File: config.mk
export PLATFORM = sky130hd
export DESIGN_NAME = dvi_pattern_expect
export DESIGN_NICKNAME = d
export VERILOG_FILES = /design/src/rtl/dvi_pkg.sv /design/src/rtl/dvi_pattern_expect.sv
export SDC_FILE = /design/constraint.sdc
export NUM_CORES = 1
export LEC_CHECK = 0
export ABC_AREA = 1
export BUFFER_PORTS_ARGS = -buffer_cell sky130_fd_sc_hd__buf_4
export CORE_MARGIN = 8
export CORE_UTILIZATION = 49
export DETAILED_ROUTE_END_ITERATION = 12
export PLACE_DENSITY = 0.87
export SYNTH_ARGS = -nofsm -noshare
export SYNTH_HDL_FRONTEND = slang
export SYNTH_SLANG_ARGS = --single-unit
File: constraint.sdc
create_clock -name vclk -period 2
set_input_delay 0.3 -clock vclk [all_inputs]
set_output_delay 0.3 -clock vclk [all_outputs]
set_load 0.01 [all_outputs]
File: src/rtl/dvi_pkg.sv
// Shared DVI test-pattern definitions used by both the pattern generator and checker.
package dvi_pkg;

    localparam int PIX_W           = 6;
    localparam int X_W             = 11;
    localparam int Y_W             = 10;
    localparam int PAT_Y_CHECK_END = 200;
    localparam int PAT_Y_SPLIT_END = 400;
    localparam int PAT_X_SPLIT     = 512;

    typedef enum logic [1:0] {SEEK, ACQUIRE, LOCKED} chk_state_e;

    typedef struct packed {
        logic [PIX_W-1:0] r;
        logic [PIX_W-1:0] g;
        logic [PIX_W-1:0] b;
    } rgb_t;

endpackage

File: src/rtl/dvi_pattern_expect.sv
// Combinational reference for the DVI test pattern: (X, Y, frame_lsb) -> expected RGB.
module dvi_pattern_expect
    import dvi_pkg::*;
(
    input  logic [X_W-1:0]   x,
    input  logic [Y_W-1:0]   y,
    input  logic [PIX_W-1:0] frame_lsb,
    output rgb_t             exp_pix
);

    logic [PIX_W-1:0] x_lo;
    logic [PIX_W-1:0] x_f;
    logic [PIX_W-1:0] y_f;

    always_comb begin
        x_lo    = x[PIX_W-1:0];
        x_f     = x_lo + frame_lsb;
        y_f     = y[PIX_W-1:0] + frame_lsb;
        exp_pix = '0;
        if (y < Y_W'(PAT_Y_CHECK_END)) begin
            if (x[0] ^ y[0]) begin
                exp_pix = '1;
            end
        end else if (y < Y_W'(PAT_Y_SPLIT_END)) begin
            if (x < X_W'(PAT_X_SPLIT)) begin
                exp_pix.g = x_f;
            end else begin
                exp_pix.r = y_f;
            end
        end else begin
            exp_pix.r = x_lo;
            exp_pix.g = x_lo;
            exp_pix.b = y_f;
        end
    end

endmodule

; After elaboration in Yosys (flattened, before gate mapping)
; Index checks and enable logic that the tools add are counted.
[classes]
magnitude_cmp = 3
n_bitwise = 1
muxes = 6
addsub = 2
[ops]
columns = operator, count
row1 = $mux 18, 2
row2 = $mux 6, 3
row3 = $add 6x6->6, 2
row4 = $mux 12, 1
row5 = $lt 11x10->1 const B, 1
row6 = $lt 10x8->1 const B, 1
row7 = $lt 10x9->1 const B, 1
row8 = $xor 1x1->1, 1
[totals]
ff_bits = 0
in_bits = 27
word_cells = 12
output_inout_bits = 18

; Longest topological paths before layout
; Gate-level depths: netlist of the first run.
[depth]
ltp_word = 4
mapped_depth = 10
ltp_nobuf = 10

; Worst setup path before layout of the first run
; No wires, ideal clock.
[synth_timing]
kind = input to output
start = in y[0]
end = out exp_pix[16] in the netlist's numbering
required_time_ns = 1.700
arrival_ns = 1.436
path_buffers = 0
setup_slack_ns = 0.264
path_stages = 9
path_cell_list = ha_1 -> fa_1 -> nand3_1 -> nand2_1 -> xor2_1 -> nand2_1 -> nand2_1 -> nand2_1 -> nand2_1
[synth_lines]
columns = element, line
row1 = "start, declared", dvi_pattern_expect.sv:6  ; input logic [Y_W-1:0] y,
row2 = "end, declared", dvi_pattern_expect.sv:8  ; output rgb_t exp_pix

==> results of run 1 <==
## report_power, final
part | internal (mW) | total, mW | switching, mW | leakage, nW
clock network | 0 | 0 | 0 | 0
logic | 0.203 | 0.418 | 0.215 | 0.791
registers | 0 | 0 | 0 | 0
total | 0.203 | 0.418 | 0.215 | 0.791
## cell usage after synthesis (all sizes together)
master  instances  area share
ha             10        0.14
nand3b          2       0.017
buf             3       0.044
nor2            7       0.078
or2             1      0.0071
nand3          15       0.096
xnor2           1      0.0099
nand4           1      0.0071
o31ai           1      0.0085
nand2          76        0.39
xor2            6       0.059
a21oi           4       0.023
inv            19       0.080
fa              2       0.045
## stage by stage
stage               setup WS, ps  hold slack [ps]
floorplan                    264              795
global placement           -31.4              976
detailed placement         -59.9              989
CTS                         15.3              990
global route               -62.4             1020
finish                      22.0              989
## placed cells by master (no fill, tap or decap), types with 3 or more instances in the layout
master | synthesis | layout
nor2_1 | 3 | 3
buf_6 | 1 | 4
a21oi_1 | 4 | 4
nand3_1 | 13 | 12
buf_4 | 1 | 41
nand3_2 | 2 | 3
nand2_2 | 4 | 5
inv_2 | 3 | 4
nand2_4 | 4 | 4
xor2_1 | 6 | 5
ha_1 | 10 | 5
inv_1 | 16 | 15
ha_4 | 0 | 5
nand2_1 | 67 | 66
## worst max-delay path: stages
cell and delay [ps]:
buf_8 110, ha_4 160, fa_2 400, nand3_2 80
nand2_2 70, xor2_2 150, nand2_1 90, nand2_1 70
nand2_1 40, nand2_1 80, buf_6 110
## worst paths after layout
check	startpoint	endpoint	slack [ps]	cells after the start
max	frame_lsb[0]	exp_pix[16]	20	11
min	x[1]	exp_pix[13]	990	6
## final cells by class
cell class / count / area (sq um) / share of cell area
tap: 25 / 31.3 / 0.0235
timing repair buffer: 46 / 368 / 0.277
multi-input combinational: 126 / 860 / 0.646
inverter: 19 / 71.3 / 0.0536
## metal layers
layer	vias to the layer above	track usage	share of wire
li1	548	-	-
met1	459	0.157	0.41
met3	5	0.0283	0.069
met4	0	0.0175	0.014
met5	-	0	0
met2	43	0.285	0.51
## logic make-up after synthesis
family,count (synthesis)
buffers and inverters,22
AO/OA/AOI/OAI,5
adder cells (fa/ha/maj),12
AND/OR/NAND/NOR,102
XOR/XNOR,7
## repair_timing
action                                  in CTS  in global routing
cloned                                       0                  0
setup buffers                                0                  1
gates resized for setup                      3                 17
endpoints found under the setup margin       2                  4
pin swaps                                    0                  8
==> results by group, run 1 <==
Global routing
  • Vias in the first global route: 1051
  • First-pass GRT wire length: 4200 um
  • Total Routing Usage GR: 0.145
  • Largest net degree at the start of global routing: 17
  • Initial antenna violation count: 0
  • Overflow left after global routing: 0

Finish
  • Fillers: 131
  • Seq Cell Count: 0
  • Reg area: 0 sq um
  • Area grow syn2layout: 49.9%
  • Fraction of layout cells with a size suffix above 1: 0.393
  • Antenna diode count: 0
  • Final Cell Area: 1330 sq um
  • Clkbuf count: 0
  • NumNets Final: 232
  • Post-Layout Cell Count: 216
  • Layout Utilization: 0.779

Placement
  • Inst Count DP: 215
  • GP Congestion: 0.757
  • Area after DPL: 1220 sq um
  • I/O Buffers: 42
  • Detail Placement HPWL: 2210 um

Synth
  • Post-synthesis xor/xnor area fraction: 0.0691
  • Mean Syn Cell Area: 5.99 sq um
  • Ys Warns: 0
  • Number of unique standard cell types used by synthesis: 24
  • Synth Area in Compound Gates: 0.0310
  • Syn nets: 187
  • Post-synthesis simple-gate area fraction: 0.590
  • Post-Synthesis Cells: 148
  • Mux contribution to synthesized area: 0
  • Post-Syn Area: 887 sq um
  • Combinational family with the most area after synthesis: simple AND/OR/NAND/NOR gates
  • Register area share after synthesis: 0
  • Post-Synth Adder-Cell Area: 0.186

Floorplan
  • I/O Pins: 45
  • Total core area: 1710 sq um
  • Rows: 15
  • Die Ht: 58.6 um
  • Initial core utilization: 0.519
  • Die ar.: 3430 sq um
  • Die width: 58.6 um

Run
  • Max_cap viols: 0

Power and ir drop
  • Worst VDD drop: 0.000200 V
  • Total Power: 0.418 mW
  • P per Cell Area: 314 nW/um^2
  • Leak: 0.791 nW

STA
  • Setup TNS: 0 ps
  • # setup viols final: 0
  • Peak Freq: 0.506 GHz
  • RSZ-0062 raised after global routing: true
  • Slew headroom: 0.717
  • Crit share post-route: 0.989
  • Fin. Hold Viols: 0
  • Slew Limit Fails: 0
  • Fin crit period: 1980 ps
  • Worst-Margin Slew: 424 ps

Route
  • Number of DRC markers in iteration 0: 23
  • Wire per inst: 12.5 um
  • Initial DRT Pass Iterations: 4
  • Vias after detailed routing: 1055
  • DR DRC count: 0
  • Final ANT Viol Nets: 0
  • Routed WL: 2700 um
  • Vias per cell: 4.88

CTS
  • Hold Buf Count CTS: 0

Worst setup path
  • Worst Path Max Fanout: 2
  • WP data arrival: 1680 ps
  • Setup crit end kind: primary output
  • CP required: 1700 ps
  • WS Path Type: primary input to primary output
  • Worst setup SP type: primary input

Run status
  • Status: completed

Worst hold path
  • Hold Crit Class: primary input to primary output
Note: power is estimated with default switching activity, not from simulation.
==> run 2, diff against run 1 <==
Settings changed: BUFFER_PORTS_ARGS -buffer_cell sky130_fd_sc_hd__buf_4 to -buffer_cell sky130_fd_sc_hd__buf_2, GPL_ROUTABILITY_DRIVEN from default to 0.
==> run 2 against run 1 <==
Combinational power down 12%; hold slack gained 29 ps; fmax is 1.6% higher; design area fell by 9.5%; flip-flop and latch count did not move; die area did not move; sequential share of layout area is the same; wire length shrank 7.4%; cell count unchanged; critical path depth is the same; non-clock buffer count stayed put; count of clock-buffer cells in the layout unchanged; largest cell class unchanged.
==> results by group, run 2 (synthesized netlist as in run 1, its figures left out) <==
Run status
  • Status: completed

Worst setup path
  • CP required: 1700 ps
  • Worst Setup SP: y[0]
  • Setup crit end kind: primary output
  • WP data arrival: 1650 ps
  • Worst setup SP type: primary input
  • WS Path Type: primary input to primary output
  • Worst Path Max Fanout: 2

Global routing
  • Largest net degree at the start of global routing: 17
  • Initial antenna violation count: 0
  • Vias in the first global route: 1070
  • First-pass GRT wire length: 4340 um
  • Total Routing Usage GR: 0.150
  • Overflow left after global routing: 0

Power and ir drop
  • Leak: 0.758 nW
  • Worst VDD drop: 0.000174 V
  • Total Power: 0.366 mW
  • P per Cell Area: 304 nW/um^2

Finish
  • Most common cell after layout, fill and taps aside: nand2_1
  • Multi-input gate area: 841 sq um
  • Fillers: 143
  • Post-Layout Cell Count: 216
  • Fraction of layout cells with a size suffix above 1: 0.393
  • Clkbuf count: 0
  • Area grow syn2layout: 35.7%
  • NumNets Final: 232
  • Final Cell Area: 1200 sq um
  • Seq Cell Count: 0
  • Antenna diode count: 0
  • Reg area: 0 sq um
  • Commonest non-fill, non-tap cells in the layout: nand2_1, buf_2, inv_1

STA
  • # setup viols final: 0
  • Peak Freq: 0.513 GHz
  • RSZ-0062 raised after global routing: true
  • Fin crit period: 1950 ps
  • Final setup margin: 52.2 ps
  • Slew headroom: 0.737
  • Fin. Hold Viols: 0
  • Crit share post-route: 0.974
  • Worst-Margin Slew: 394 ps
  • Slew Limit Fails: 0

Floorplan
  • Rows: 15
  • Die Ht: 58.6 um
  • Total core area: 1710 sq um
  • Die width: 58.6 um
  • Die ar.: 3430 sq um
  • I/O Pins: 45
  • Initial core utilization: 0.519

Worst hold path
  • Worst hold start: x[3]
  • Hold Crit Class: primary input to primary output
  • Hold path endpoint: exp_pix[9]
  • WHS Path Cells: 6

Route
  • Vias per cell: 4.84
  • Vias after detailed routing: 1046
  • Wire per inst: 11.6 um
  • Number of DRC markers in iteration 0: 18
  • Routed WL: 2500 um
  • Initial DRT Pass Iterations: 4
  • Final ANT Viol Nets: 0
  • DR DRC count: 0

Placement
  • I/O Buffers: 42
  • Area after DPL: 1110 sq um
  • Inst Count DP: 215
  • Detail Placement HPWL: 2210 um
  • DP Worst Slack: -83.3 ps

Run
  • Max_cap viols: 0
[run 2: final cells by class]
| class | instances | share of cell area |
|---|---|---|
| repair buffers | 46 | 0.216 |
| well taps | 25 | 0.0260 |
| inverters | 19 | 0.0593 |
| multi-input cells | 126 | 0.699 |
[run 2: through the flow]
stage | hold WS (ps) | util | setup TNS, ps
final | 1020 | 0.705 | 0
after global routing | 1050 | 0.705 | -168
after CTS | 1020 | 0.654 | -26.3
after detailed placement | 1020 | 0.651 | -128
after global placement | 999 | 0.651 | -40.6
after floorplan | 795 | - | 0
[run 2: critical path: stages]
cell	delay, ps
buf_2	110
ha_2	190
fa_2	370
nand3_2	80
nand2_2	70
xor2_2	140
nand2_1	70
nand2_1	60
nand2_1	50
nand2_1	70
buf_2	140
[run 2: how the worst max path moves through the flow]
stage | slack (ps) | cells after the start | end
final | 50 | 11 | exp_pix[16]
after global placement | -40 | 11 | exp_pix[16]
after detailed placement | -80 | 11 | exp_pix[16]
after floorplan | 260 | 9 | exp_pix[16]
after CTS | -30 | 11 | exp_pix[16]
after global routing | -90 | 11 | exp_pix[16]
[run 2: repair_timing]
item | 4_1_cts | 5_1_grt
hold buffers | 0 | 0
buffers inserted | 0 | 1
resized for setup | 2 | 17
endpoints found under the setup margin | 3 | 6
pin swaps | 0 | 5
[run 2: report_power, final]
part	internal [mW]	switching, mW	total, mW	leakage, nW
combinational	0.157	0.209	0.366	0.758
clock	0	0	0	0
sequential	0	0	0	0
total	0.157	0.209	0.366	0.758
[run 2: layer usage]
layer	vias up	GRT usage	share of wire
li1	547	-	-
met1	450	0.173	0.42
met2	45	0.285	0.47
met3	4	0.0217	0.078
met4	0	0.0210	0.025
met5	-	0	0
